**config.mk**
```make
export PLATFORM = sky130hd
export DESIGN_NAME = dmem_arbiter
export DESIGN_NICKNAME = d
export VERILOG_FILES = /design/src/rtl/dmem_pkg.sv /design/src/rtl/dmem_arbiter_rd_ret.sv /design/src/rtl/dmem_arbiter.sv
export SDC_FILE = /design/constraint.sdc
export NUM_CORES = 1
export LEC_CHECK = 0
export BUFFER_PORTS_ARGS = -buffer_cell sky130_fd_sc_hd__buf_4
export CORE_MARGIN = 2
export CORE_UTILIZATION = 43
export DETAILED_ROUTE_END_ITERATION = 16
export PLACE_DENSITY_LB_ADDON = 0.25
export SETUP_SLACK_MARGIN = 0.1
export SLEW_MARGIN = 20
export SYNTH_ARGS = -nofsm -noshare
export SYNTH_HDL_FRONTEND = slang
export SYNTH_SLANG_ARGS = --single-unit
```
**constraint.sdc**
```tcl
create_clock -name CLK -period 2.7 [get_ports CLK]
set_input_delay 0.54 -clock CLK [delete_from_list [all_inputs] [get_ports CLK]]
set_output_delay 0.54 -clock CLK [all_outputs]
set_load 0.005 [all_outputs]
```
**src/rtl/dmem_pkg.sv**
```systemverilog
// Shared types and defaults for the data-memory arbiter.
package dmem_pkg;
  localparam int DMEM_AW = 8;
  localparam int DMEM_DW = 8;
  localparam int NUM_REQ = 2;
  localparam int CORE_IX = 0;
  localparam int HOST_IX = 1;

  typedef enum logic {SHARED, HOST_LOCKED} arb_state_t;
  typedef enum logic {REQ_CORE, REQ_HOST} req_id_t;

  // Counter width able to hold 0..max inclusive.
  function automatic int cnt_w(input int max);
    return (max < 2) ? 1 : $clog2(max + 1);
  endfunction
endpackage

```
**src/rtl/dmem_arbiter_rd_ret.sv**
```systemverilog
// Per-requester read return: captures memory data on a granted read and
// raises rvalid for the following cycle only.
module arb_rd_ret #(
  parameter int DW = 8
) (
  input  logic          CLK,
  input  logic          Reset_n,
  input  logic          rd_fire,
  input  logic [DW-1:0] m_rdata,
  output logic          rvalid,
  output logic [DW-1:0] rdata
);
  logic          rvalid_q, rvalid_d;
  logic [DW-1:0] rdata_q, rdata_d;

  always_comb begin
    rvalid_d = rd_fire;
    rdata_d  = rd_fire ? m_rdata : rdata_q;
  end

  always_ff @(posedge CLK or negedge Reset_n) begin
    if (!Reset_n) begin
      rvalid_q <= 1'b0;
      rdata_q  <= '0;
    end else begin
      rvalid_q <= rvalid_d;
      rdata_q  <= rdata_d;
    end
  end

  assign rvalid = rvalid_q;
  assign rdata  = rdata_q;
endmodule

```
**src/rtl/dmem_arbiter.sv**
```systemverilog
// Core/host arbiter for the single-port data memory: round-robin, optional
// host lock with burst/wait bounds. DMEM_ARB_STATS_EN adds grant counters.
module dmem_arbiter
  import dmem_pkg::*;
#(
  parameter int AW         = DMEM_AW,
  parameter int DW         = DMEM_DW,
  parameter int HOST_BURST = 16,
  parameter int MAX_WAIT   = 4
) (
  input  logic          CLK,
  input  logic          Reset_n,
  input  logic          c_req,
  input  logic          c_we,
  input  logic [AW-1:0] c_addr,
  input  logic [DW-1:0] c_wdata,
  output logic          c_gnt,
  output logic          c_rvalid,
  output logic [DW-1:0] c_rdata,
  input  logic          h_req,
  input  logic          h_we,
  input  logic [AW-1:0] h_addr,
  input  logic [DW-1:0] h_wdata,
  input  logic          h_lock,
  output logic          h_gnt,
  output logic          h_rvalid,
  output logic [DW-1:0] h_rdata,
  output logic          m_we,
  output logic [AW-1:0] m_addr,
  output logic [DW-1:0] m_wdata,
  input  logic [DW-1:0] m_rdata,
  output logic          stall
`ifdef DMEM_ARB_STATS_EN
  ,
  output logic [15:0]   c_gnt_ct,
  output logic [15:0]   h_gnt_ct
`endif
);
  localparam int BW = cnt_w(HOST_BURST);
  localparam int WW = cnt_w(MAX_WAIT);
  localparam logic [BW-1:0] BURST_MAX = BW'(HOST_BURST);
  localparam logic [WW-1:0] WAIT_MAX  = WW'(MAX_WAIT);

  arb_state_t    state_q, state_d;
  req_id_t       last_q, last_d;
  logic [BW-1:0] burst_ct_q, burst_ct_d;
  logic [WW-1:0] wait_ct_q, wait_ct_d;
  logic          c_win, h_win, force_core;

  always_comb begin
    c_win      = 1'b0;
    h_win      = 1'b0;
    force_core = c_req && (burst_ct_q == BURST_MAX || wait_ct_q == WAIT_MAX);
    case (state_q)
      SHARED: begin
        if (c_req && h_req) begin
          c_win = (last_q == REQ_HOST);
          h_win = (last_q == REQ_CORE);
        end else begin
          c_win = c_req;
          h_win = h_req;
        end
      end
      HOST_LOCKED: begin
        if (force_core)  c_win = 1'b1;
        else if (h_req)  h_win = 1'b1;
        else             c_win = c_req;
      end
      default: ;
    endcase
  end

  // Grants are held off while reset is asserted so no write can slip out.
  assign c_gnt = c_win & Reset_n;
  assign h_gnt = h_win & Reset_n;
  assign stall = c_req & ~c_gnt;

  always_comb begin
    state_d    = state_q;
    last_d     = last_q;
    burst_ct_d = burst_ct_q;
    wait_ct_d  = wait_ct_q;
    if (c_gnt)      last_d = REQ_CORE;
    else if (h_gnt) last_d = REQ_HOST;
    if (c_gnt)
      wait_ct_d = '0;
    else if (stall && wait_ct_q != WAIT_MAX)
      wait_ct_d = wait_ct_q + WW'(1);
    case (state_q)
      SHARED: begin
        if (h_gnt && h_lock) begin
          state_d    = HOST_LOCKED;
          burst_ct_d = BW'(1);
        end
      end
      HOST_LOCKED: begin
        if (c_gnt)
          burst_ct_d = '0;
        else if (h_gnt && burst_ct_q != BURST_MAX)
          burst_ct_d = burst_ct_q + BW'(1);
        // A grant issued this cycle still completes; only the state drops.
        if (!h_lock) begin
          state_d    = SHARED;
          burst_ct_d = '0;
        end
      end
      default: ;
    endcase
  end

  always_ff @(posedge CLK or negedge Reset_n) begin
    if (!Reset_n) begin
      state_q    <= SHARED;
      last_q     <= REQ_HOST;
      burst_ct_q <= '0;
      wait_ct_q  <= '0;
    end else begin
      state_q    <= state_d;
      last_q     <= last_d;
      burst_ct_q <= burst_ct_d;
      wait_ct_q  <= wait_ct_d;
    end
  end

  always_comb begin
    m_we    = 1'b0;
    m_addr  = '0;
    m_wdata = '0;
    if (c_gnt) begin
      m_we    = c_we;
      m_addr  = c_addr;
      m_wdata = c_wdata;
    end else if (h_gnt) begin
      m_we    = h_we;
      m_addr  = h_addr;
      m_wdata = h_wdata;
    end
  end

  logic [NUM_REQ-1:0]         rd_fire, rvalid;
  logic [NUM_REQ-1:0][DW-1:0] rdata;

  assign rd_fire[CORE_IX] = c_gnt & ~c_we;
  assign rd_fire[HOST_IX] = h_gnt & ~h_we;

  for (genvar i = 0; i < NUM_REQ; i++) begin : g_rd
    arb_rd_ret #(.DW(DW)) u_rd_ret (
      .CLK     (CLK),
      .Reset_n (Reset_n),
      .rd_fire (rd_fire[i]),
      .m_rdata (m_rdata),
      .rvalid  (rvalid[i]),
      .rdata   (rdata[i])
    );
  end

  assign c_rvalid = rvalid[CORE_IX];
  assign c_rdata  = rdata[CORE_IX];
  assign h_rvalid = rvalid[HOST_IX];
  assign h_rdata  = rdata[HOST_IX];

`ifdef DMEM_ARB_STATS_EN
  logic [15:0] c_gnt_ct_q, c_gnt_ct_d, h_gnt_ct_q, h_gnt_ct_d;

  always_comb begin
    c_gnt_ct_d = c_gnt_ct_q;
    h_gnt_ct_d = h_gnt_ct_q;
    if (c_gnt && c_gnt_ct_q != 16'hFFFF) c_gnt_ct_d = c_gnt_ct_q + 16'd1;
    if (h_gnt && h_gnt_ct_q != 16'hFFFF) h_gnt_ct_d = h_gnt_ct_q + 16'd1;
  end

  always_ff @(posedge CLK or negedge Reset_n) begin
    if (!Reset_n) begin
      c_gnt_ct_q <= '0;
      h_gnt_ct_q <= '0;
    end else begin
      c_gnt_ct_q <= c_gnt_ct_d;
      h_gnt_ct_q <= h_gnt_ct_d;
    end
  end

  assign c_gnt_ct = c_gnt_ct_q;
  assign h_gnt_ct = h_gnt_ct_q;
`endif
endmodule

```
Yosys cells after proc, flatten, opt, wreduce, memory -nomap -nowiden:

Cells that the tools add are included.
W data, S select, Z words.

* register bits after elaboration: 28
* bits in latches: 0
* bits in writable memories: 0
* ROM bits: 0
* input port bits: 47
* word-level logic and storage cells: 61
* memories: 0

* add/sub/neg operators: 2
* multiply operators: 0
* div/mod/pow operators: 0
* $lt $le $gt $ge: 0
* equal/unequal tests: 6
* shift operators: 0
* mux-type cells: 26
* bitwise logic cells: 10
* reduce and logical (&&, ||, !) cells: 9

Operators with widths (number)
* $mux W8: 4
* $mux W5: 4
* $mux W1: 12
* $pmux W5 S2: 1
* $mux W3: 2
* $pmux W1 S2: 3
* $add A5 B1 Y5 const B: 1
* $and A1 B1 Y1: 5
* $eq A5 B5 Y1 const B: 1
* $logic_and A1 B1 Y1: 5
* $ne A5 B5 Y1 const B: 1
* $not A1 Y1: 5
* $ne A4 B3 Y1 const B: 1
* $reduce_bool A2 Y1: 2
* $add A3 B1 Y3 const B: 1
* $eq A3 B3 Y1 const B: 1
* $ne A3 B3 Y1 const B: 1
* $ne A2 B2 Y1 const B: 1
* $reduce_and A2 Y1: 1
* $logic_or A1 B1 Y1: 1

Longest topological paths before layout:

Gate-level depths: netlist (run 1).

* depth in word-level cells: 11
* depth in mapped cells: 8
* depth with buffers taken out: 7

Hierarchy:

Synthesis (run 1) repeated with hierarchy kept, for this count alone.

* cell total of the unflattened synthesis: 130
* area total of the unflattened synthesis: 1574.0 um2

By module, submodules not included
* dmem_arbiter: instances 1, cells each 94, area an instance 860.8 um2, seq. area each 251.5 um2
* arb_rd_ret: instances 2, cells each 18, area an instance 356.6 um2, seq. area each 225.2 um2

Least setup slack after synthesis (run 1):

Ideal clock, no wire load.

* path kind: input port to output port
* start: in c_req
* end: out m_addr[0]
* arrival: 1.670 ns
* data required time: 2.160 ns
* slack: 0.490 ns
* stages on the path: 6
* buffers on the path: 2
* path through: clkbuf_1 -> o21ai_0 -> a31oi_1 -> nor2_1 -> clkbuf_1 -> a22o_1

* longest elaborated chain between the ends: 6
* elaborated cells on any way between the ends: 13
* those cells by class: 9 x mux; 2 x bitwise; 2 x reduce/logical

RTL lines
* start: declaration: RTL line dmem_arbiter.sv:13 `input logic c_req,`
* $logic_and A1 B1 Y1 (on tied branches): RTL line dmem_arbiter.sv:53, dmem_arbiter.sv:56
* $mux W1 (on tied branches): RTL line dmem_arbiter.sv:65, dmem_arbiter.sv:56
* $pmux W1 S2 *: RTL line dmem_arbiter.sv:54 `case (state_q)`
* $and A1 B1 Y1 *: RTL line dmem_arbiter.sv:75 `assign h_gnt = h_win & Reset_n;`
* via h_gnt: RTL line dmem_arbiter.sv:25 `output logic h_gnt,`
* $mux W8 *: RTL line dmem_arbiter.sv:133 `end else if (h_gnt) begin`
* $mux W8 *: RTL line dmem_arbiter.sv:129 `if (c_gnt) begin`
* end: declaration: RTL line dmem_arbiter.sv:29 `output logic [AW-1:0] m_addr,`

The timed path passes the listed nets; every way through them passes the cells marked *.

Final worst setup path (run 1):

* start: reg wait_ct_q[1]
* end: out m_wdata[2]

* longest elaborated chain between the ends: 8
* elaborated cells on any way between the ends: 11
* those cells by class: 1 x eq/ne; 6 x mux; 2 x bitwise; 2 x reduce/logical

RTL lines
* start: declaration: RTL line dmem_arbiter.sv:47 `logic [WW-1:0] wait_ct_q, wait_ct_d;`
* start signal: assignment: RTL line dmem_arbiter.sv:121 `wait_ct_q <= wait_ct_d;`
* $eq A3 B3 Y1 *: RTL line dmem_arbiter.sv:53 `force_core = c_req && (burst_ct_q == BURST_MAX || wait_ct_q == WAIT_MAX);`
* $logic_or A1 B1 Y1 *: RTL line dmem_arbiter.sv:53
* $logic_and A1 B1 Y1 *: RTL line dmem_arbiter.sv:53
* $mux W1: RTL line dmem_arbiter.sv:65 `if (force_core) c_win = 1'b1;`
* $pmux W1 S2: RTL line dmem_arbiter.sv:54
* $and A1 B1 Y1: RTL line dmem_arbiter.sv:75
* $mux W8: RTL line dmem_arbiter.sv:133
* $mux W8 *: RTL line dmem_arbiter.sv:129
* end: declaration: RTL line dmem_arbiter.sv:30 `output logic [DW-1:0] m_wdata,`

Every way passes the cells marked *; elsewhere a longest branch is shown, timed or not.

==> summary.txt, run 1 <==
outcome = finished clean
clock edge transition at the registers on the reported setup and hold paths = 0.15 ns
first-pass GRT wire length = 7260 um
iteration count of the initial detailed-routing pass = 6
cell repeated most along the worst path = buf_6
Boundary Pins = 85
CP max FO = 5
Cell Area, Synth = 1470 um^2
Core Region = 3310 um^2
Initial Util = 0.445
P per Cell Area = 601 nW/um^2
I/O Buffers = 84
Critical Path RT = 2.16 ns
max-cap viol count = 0
worst hold slack = 0.156 ns
Main synth FF type = dfrtp_1
Synth area leader = dfrtp_1
initial detailed-routing violation count = 82
Non-Filler Instances = 271
Fmax = 378 MHz
critical path class = reg -> out
clock insertion delay at the later pin of the skew report = 0.33 ns
die area = 3910 um^2
clk sinks = 28
Post-synth ARST share = 1.00
Max stage delay on crit path = 0.44 ns
TritonCTS clock tree = built
yosys synthesis warning count = 0
Cells after Synth = 127
Synth top area share = 0.458
Top delay family on crit path = compound AO/OA/AOI/OAI gates
Die X = 62.5 um
# rows = 21
Area Overhead vs Synth = 61.5%
power consumption = 1.43 mW
CP arrival = 2.10 ns
vias in the first global route = 1520
Ant. Diodes = 0
total wire length = 4540 um
CP max-delay cell = dfrtp_1
CP cell instances = inv_1, ha_2, nand2_2, buf_6, a31o_4, a21oi_4, buf_6, a22o_1, buf_4
max-slew headroom at the worst pin = 0.480
clock skew = 0.00869 ns
largest net degree at the start of global routing = 22
Final period util = 0.979
Final Hold Fails = 0
crit path time final = 2.64 ns
top post-synthesis cells by area = dfrtp_1 (46%), mux2_2 (12%), a22o_1 (10%), ha_1 (3.4%), nand2_1 (2.0%)
syn nets = 178
worst min-delay path category = in -> async
register area share after synthesis = 0.476
final-stage net count = 277
# DRC = 0
Max clock buf depth = 2
CTS root buf = clkbuf_4
maximum vdd drop = 0.501 mV
Post-DRT Antenna Nets = 0
most frequent cells after synthesis = dfrtp_1 (27), a22o_1 (17), mux2_2 (16), nand2_1 (8), nor2_1 (6)
H-tree levels = 1
Tightest Pin Transition = 0.775 ns
Worst Setup Start Kind = flop
initial antenna violation count = 0
vias post-DR = 1465
Yosys reg bits = 28
RSZ-0062 raised after global routing = true
placed cells = 256
worst path bufs/invs = 4
final slew viol count = 0
top-count cell post-synth = dfrtp_1
Distinct cells, synth = 33
Post-synth EDFFs = 0
GP Congestion = 0.885
final setup violation count = 0
HPWL Detailed = 3260 um
DR vias/cell = 5.41
layout cells sized above 1 = 0.604
Crit. End Element = output pin
leakage = 1.16 nW
Avg WL per Cell = 16.7 um
GRT overflow = 0
CTS buffer count = 3
GRT Resource Usage Total = 0.232
Die Y = 62.5 um
Mapped Avg Cell Area = 11.6 um^2
## repair_timing
item	4_1_cts	5_1_grt
endpoints found under the setup margin	20	18
pin swaps	3	18
hold buffers	0	1
gates cloned	2	0
resized for setup	18	3
buffers inserted	4	4
endpoints found under the hold margin	0	6
## metal layers
metal | GRT usage | vias up | part of all wire | wire length, um
met3 | 0.0468 | 8 | 0.040 | 181
met4 | 0.0556 | 0 | 0.013 | 58
met5 | 0 | - | 0 | 0
li1 | - | 675 | - | -
met2 | 0.434 | 50 | 0.57 | 2570
met1 | 0.272 | 732 | 0.38 | 1730
## sequential cells by signal, indices dropped and copies added, names as in the netlist
register              count
burst_ct_q                5
g_rd.u_rd_ret.rdata      16
state_q                   1
wait_ct_q                 3
g_rd.u_rd_ret.rvalid      2
last_q                    1
## cell families after synthesis
group                    count (synthesis)  share of synthesized area
flip-flops                              28                      0.476
buffers and inverters                   12                     0.0382
XOR/XNOR                                 1                    0.00594
AND/OR/NAND/NOR                         27                      0.109
multiplexers                            16                      0.122
AO/OA/AOI/OAI                           39                      0.215
adder cells (fa/ha/maj)                  4                     0.0340
## worst paths after layout
path	start	end	slack, ns	cells past startpoint
max	wait_ct_q[1]$_DFFE_PN0P_	m_wdata[2]	0.06	9
min	Reset_n	last_q$_DFFE_PN1P_	0.16	1
max reg2reg	wait_ct_q[1]$_DFFE_PN0P_	g_rd[0].u_rd_ret.rdata[7]$_DFFE_PN0P_	0.34	9
min reg2reg	g_rd[0].u_rd_ret.rdata[0]$_DFFE_PN0P_	g_rd[0].u_rd_ret.rdata[0]$_DFFE_PN0P_	0.53	1
max in group asynchronous	Reset_n	g_rd[0].u_rd_ret.rdata[3]$_DFFE_PN0P_	1.77	2
min in group CLK	m_rdata[0]	g_rd[0].u_rd_ret.rdata[0]$_DFFE_PN0P_	0.44	2
## stage by stage
step | setup TNS, ns | utilization | setup slack (ns) | instance area [um^2]
global placement | 0 | 0.655 | 0.0372 | 2170
floorplan | 0 | - | 0.490 | 1470
detailed placement | -1.11 | 0.655 | -0.0963 | 2170
finish | 0 | 0.719 | 0.0573 | 2380
global route | -0.301 | 0.719 | -0.0432 | 2380
CTS | 0 | 0.703 | 0.109 | 2330
## cells in the final DEF, fill, tap and decap left out, types with 2 or more instances in the layout
master,count
nand3_1,2
buf_6,7
nand2_1,7
ha_1,2
a41oi_1,2
a21oi_1,4
buf_4,93
a22o_1,17
clkbuf_4,3
a31o_2,2
mux2_2,16
inv_2,3
a31oi_1,3
nor2_1,5
inv_1,2
nor3b_1,2
nor3_1,3
o21ai_0,2
dfrtp_1,27
## power breakdown
group / total, mW / switching (mW) / internal [mW]
logic: 0.569 / 0.224 / 0.345
clock network: 0.275 / 0.125 / 0.150
registers: 0.586 / 0.0676 / 0.519
## final cells by class
class | instances | area (um^2)
clock buffers | 3 | 22.5
repair buffers | 101 | 787
flip-flops and latches | 28 | 702
fillers | 278 | 930
well taps | 46 | 57.6
multi-input cells | 87 | 763
clock inverters | 1 | 30.0
inverters | 5 | 18.8
No activity file was read; power rests on OpenSTA's default activity.
==> run 2: changes to the inputs <==
Settings changed: ABC_AREA set to 1, CORE_MARGIN 2 to not set, CORE_UTILIZATION 43 to 45.
==> summary.txt, run 2 <==
worst r2r path cells = 11
Boundary Pins = 85
Tightest Pin Transition = 0.732 ns
vias post-DR = 1541
GRT overflow = 0
# rows = 21
Post-DRT Antenna Nets = 0
clock insertion delay at the later pin of the skew report = 0.34 ns
worst r2r src = burst_ct_q[0]$_DFFE_PN0P_
CTS root buf = clkbuf_4
Initial Util = 0.471
Final Hold Fails = 0
most frequent cells in the layout = buf_4 (88), nand2_1 (34), dfrtp_1 (27), inv_1 (20)
outcome = finished clean
H-tree levels = 1
first-pass GRT wire length = 5550 um
setup TNS = 0 ns
CTS buffer count = 3
top post-synthesis cells by area = dfrtp_1 (43%), a22o_1 (8.8%), o21ai_2 (8.8%), nand2_1 (8.5%), nand3_1 (5.1%)
I/O Buffers = 84
vias in the first global route = 1277
clock edge transition at the registers on the reported setup and hold paths = 0.15 ns
Core Region = 3360 um^2
Die X = 61.4 um
layout cells sized above 1 = 0.485
leakage = 1.27 nW
crit path time final = 2.46 ns
Die Y = 61.4 um
CP arrival = 1.92 ns
maximum vdd drop = 0.535 mV
# DRC = 0
Max clock buf depth = 2
top-count cell post-synth = nand2_1
final slew viol count = 0
initial detailed-routing violation count = 47
Worst Setup Start Kind = flop
GRT Resource Usage Total = 0.204
HPWL Detailed = 2960 um
iteration count of the initial detailed-routing pass = 4
Fillers = 281
Cell Area, Synth = 1590 um^2
commonest non-fill, non-tap cell in the layout = buf_4
clock skew = 0.00973 ns
power consumption = 1.41 mW
final-stage net count = 318
register area share after synthesis = 0.443
register area = 702 um^2
TritonCTS clock tree = built
Critical Path RT = 2.16 ns
Fmax = 406 MHz
DR vias/cell = 4.94
max-slew headroom at the worst pin = 0.512
Cells after Synth = 176
max-cap viol count = 0
Synth top area share = 0.426
area of the multi-input gates = 764 um^2
most frequent cells after synthesis = nand2_1 (36), dfrtp_1 (27), inv_1 (20)
syn nets = 227
Avg WL per Cell = 13.0 um
critical path class = reg -> out
Crit. End Element = output pin
yosys synthesis warning count = 0
Main synth FF type = dfrtp_1
largest net degree at the start of global routing = 29
Yosys reg bits = 28
final setup violation count = 0
Area Overhead vs Synth = 48.9%
clk sinks = 28
FF-to-FF setup slack = 0.69 ns
terminus of the critical flop-to-flop path = g_rd[1].u_rd_ret.rdata[0]$_DFFE_PN0P_
Final period util = 0.911
Post-synth EDFFs = 0
die area = 3760 um^2
total wire length = 4070 um
Largest register FFs = 16
Ant. Diodes = 0
Post-synth ARST share = 1.00
P per Cell Area = 598 nW/um^2
CP max FO = 9
initial antenna violation count = 0
Distinct cells, synth = 24
Synth area leader = dfrtp_1
GP Congestion = 0.806
worst min-delay path category = in -> async
Mapped Avg Cell Area = 9.01 um^2
RSZ-0062 raised after global routing = true
run 2: cell types whose count changed in the layout (fill, tap and decap cells not counted), sizes merged, moves of 2 or more:
cell | before | now
nand2 | 8 | 44
o21ai | 2 | 19
buf | 100 | 88
nor3 | 4 | 0
xor2 | 0 | 2
a41oi | 2 | 0
mux2 | 16 | 0
nor2 | 6 | 11
clkinv | 0 | 2
a31o | 3 | 0
nand3 | 2 | 16
nor3b | 2 | 0
a31oi | 4 | 1
inv | 5 | 24
run 2: metal layers:
| metal | GRT usage | routed length, um | up-vias |
|---|---|---|---|
| li1 | - | - | 762 |
| met4 | 0.0635 | 40 | 0 |
| met2 | 0.357 | 2040 | 61 |
| met3 | 0.0588 | 413 | 4 |
| met5 | 0 | 0 | - |
| met1 | 0.244 | 1570 | 714 |
run 2: worst max-delay path by stage:
stage                            end  depth (start not counted)  slack [ns]                       from
final                     m_wdata[3]                         12        0.24  burst_ct_q[0]$_DFFE_PN0P_
after detailed placement        m_we                          9        0.50                      c_req
after global placement          m_we                          9        0.48                      c_req
after global routing      m_wdata[2]                         11        0.09  burst_ct_q[0]$_DFFE_PN0P_
after CTS                 m_wdata[3]                         12        0.11  burst_ct_q[0]$_DFFE_PN0P_
after floorplan            m_addr[0]                         12        0.71  burst_ct_q[0]$_DFFE_PN0P_
run 2: cell type report:
type,instances,area share
clock buffer,3,0.00954
clock inverter,1,0.0127
inverter,24,0.0456
multi-input combinational,120,0.324
sequential,28,0.297
tap,46,0.0244
timing repair buffer,88,0.280
timing repair inverter,2,0.00636
run 2: where the power goes:
group          switching [mW]  internal (mW)
registers              0.0714          0.519
logic                   0.251          0.294
clock network           0.123          0.150
total                   0.446          0.964
run 2: repair_timing:
action,4_1_cts,5_1_grt
endpoints found under the setup margin,0,19
resized for setup,0,13
buffers inserted,0,3
hold buffers,0,0
run 2: kinds of logic (layout without fill, tap and decap cells):
| logic type | Yosys count | in the layout | share of synthesized area |
|---|---|---|---|
| AOI/OAI and AO/OA | 40 | 40 | 0.205 |
| xor gates and xnor gates | 4 | 4 | 0.0221 |
| adders and majority gates | 4 | 4 | 0.0316 |
| and+or+nand+nor | 71 | 72 | 0.204 |
| DFF | 28 | 28 | 0.443 |
| buffers and inverters | 29 | 118 | 0.0939 |
run 2: per-stage QoR:
step | area (um^2) | hold WS, ns | utilization | instances | worst slack, ns
2_1_floorplan | 1590 | 0.244 | - | 176 | 0.712
4_1_cts | 2270 | 0.203 | 0.676 | 306 | 0.108
3_3_place_gp | 2220 | 0.468 | 0.661 | 302 | 0.482
6_report | 2360 | 0.206 | 0.702 | 312 | 0.240
5_1_grt | 2360 | 0.218 | 0.702 | 312 | 0.0856
3_5_place_dp | 2220 | 0.470 | 0.661 | 302 | 0.499
run 2: worst max-delay path, stage by stage, from the launching register on:
cell	delay, ns
dfrtp_1	0.41
inv_1	0.07
ha_1	0.19
nand2_1	0.05
inv_1	0.04
nand2_2	0.06
nand2_2	0.06
nand2_2	0.09
nand2_4	0.08
nand2_8	0.13
clkinv_8	0.08
a22o_1	0.18
buf_4	0.13
==> run 3: changes to the inputs <==
Settings changed: ABC_AREA 1 to not set, CORE_UTILIZATION 45 to 43.
==> summary.txt, run 3 (synthesis results as in run 1) <==
outcome = finished clean
Critical Path RT = 2.16 ns
Post-DRT Antenna Nets = 0
final setup violation count = 0
Placement Cell Area = 2180 um^2
GRT met1 Usage = 0.278
RSZ-0062 raised after global routing = true
placed cells = 255
GRT overflow = 0
final slew viol count = 0
largest net degree at the start of global routing = 30
clock edge transition at the registers on the reported setup and hold paths = 0.14 ns
M2 GR Usage = 0.389
Largest register FFs = 16
first-pass GRT wire length = 5930 um
worst r2r path cells = 9
Initial Util = 0.467
max-slew headroom at the worst pin = 0.524
CTS buffer count = 3
max-cap viol count = 0
GRT Resource Usage Total = 0.217
Final Hold Fails = 0
Final period util = 0.971
crit path time final = 2.62 ns
I/O Buffers = 84
H-tree levels = 1
maximum vdd drop = 0.456 mV
clock skew = 0.00617 ns
clk sinks = 28
Non-Filler Instances = 273
GR peak layer = met2
iteration count of the initial detailed-routing pass = 4
commonest non-fill, non-tap cell in the layout = buf_4
Area Overhead vs Synth = 62.6%
Worst setup endpoint = m_wdata[5]
Tightest Pin Transition = 0.710 ns
Crit. End Element = output pin
P per Cell Area = 575 nW/um^2
critical path class = reg -> out
TritonCTS clock tree = built
CP max FO = 8
clock insertion delay at the later pin of the skew report = 0.33 ns
FF-to-FF setup slack = 0.28 ns
terminus of the critical flop-to-flop path = g_rd[0].u_rd_ret.rdata[4]$_DFFE_PN0P_
Boundary Pins = 85
worst r2r src = burst_ct_q[0]$_DFFE_PN0P_
total wire length = 4510 um
Die X = 60.5 um
Max clock buf depth = 2
initial detailed-routing violation count = 76
Fmax = 381 MHz
Core Region = 3150 um^2
layout cells sized above 1 = 0.611
initial antenna violation count = 0
met3 Use GR = 0.0448
vias post-DR = 1460
vias in the first global route = 1271
DR vias/cell = 5.35
GP Congestion = 0.898
CP arrival = 2.08 ns
worst min-delay path category = in -> async
# DRC = 0
most frequent cells in the layout = buf_4 (100), dfrtp_1 (27), a22o_1 (17), mux2_2 (16), nand2_1 (7)
Worst Setup Start Kind = flop
Ant. Diodes = 0
setup TNS = 0 ns
Avg WL per Cell = 16.5 um
power consumption = 1.38 mW
# rows = 20
post-route cell area = 2400 um^2
CP startpoint = burst_ct_q[0]$_DFFE_PN0P_
leakage = 1.18 nW
HPWL Detailed = 3060 um
CTS root buf = clkbuf_4
die area = 3670 um^2
Die Y = 60.5 um
final-stage net count = 281
[run 3: cell count changes in the layout (fill, tap and decap cells not counted), sizes merged, moves of 3 or more]
cell   previous run  this run
buf              88       104
nand2            44         8
mux2              0        16
nor3              0         4
nand3            16         2
a31oi             1         4
nor2             11         6
inv              24         5
a31o              0         3
o21ai            19         2
[run 3: report_power, final]
group          total, mW  internal (mW)  leakage, nW  switching (mW)
logic              0.619          0.379        0.817           0.240
clock network      0.173         0.0581       0.0150           0.115
registers          0.586          0.519        0.345          0.0670
total               1.38          0.956         1.18           0.423
[run 3: cell type report]
| cell class | instances | area (um^2) |
|---|---|---|
| clock buffer | 4 | 26.3 |
| fill | 228 | 756 |
| multi-input combinational | 87 | 771 |
| timing repair buffer | 105 | 825 |
| inverter | 5 | 18.8 |
| tap | 44 | 55.1 |
| sequential | 28 | 702 |
[run 3: metrics by stage]
stage | hold slack (ns) | util | worst slack [ns]
floorplan | 0.244 | - | 0.490
global placement | 0.490 | 0.690 | 0.000532
detailed placement | 0.501 | 0.690 | 0.192
CTS | 0.233 | 0.738 | 0.101
global route | 0.238 | 0.760 | -0.000914
finish | 0.231 | 0.760 | 0.0770
[run 3: critical path, cell delays in order, from the launching register on]
cell       delay (ns)
dfrtp_1          0.41
inv_2            0.10
ha_4             0.15
nand4bb_4        0.15
a31o_4           0.27
a21oi_4          0.22
clkbuf_16        0.19
a22o_1           0.14
buf_4            0.11
[run 3: worst min path at each step]
stage / start / end / slack, ns / depth (start not counted)
2_1_floorplan: Reset_n / burst_ct_q[0]$_DFFE_PN0P_ / 0.24 / 0
3_3_place_gp: g_rd[0].u_rd_ret.rdata[6]$_DFFE_PN0P_ / g_rd[0].u_rd_ret.rdata[6]$_DFFE_PN0P_ / 0.49 / 1
3_5_place_dp: g_rd[1].u_rd_ret.rdata[3]$_DFFE_PN0P_ / g_rd[1].u_rd_ret.rdata[3]$_DFFE_PN0P_ / 0.50 / 1
4_1_cts: Reset_n / state_q$_DFF_PN0_ / 0.23 / 2
5_1_grt: Reset_n / g_rd[0].u_rd_ret.rdata[4]$_DFFE_PN0P_ / 0.24 / 2
6_report: Reset_n / g_rd[0].u_rd_ret.rdata[4]$_DFFE_PN0P_ / 0.23 / 2
[run 3: timing repair]
item | 4_1_cts | 5_1_grt
hold buffers | 0 | 0
cloned | 1 | 0
resized for setup | 14 | 6
pin swaps | 2 | 13
buffers inserted | 5 | 8
endpoints found under the setup margin | 18 | 19
[run 3: layer usage]
metal  share of wire  wire length (um)  vias up
met5               0                 0        -
met4           0.013                59        0
met3           0.040               181        7
met2            0.57              2550       39
met1            0.38              1720      728
li1                -                 -      686
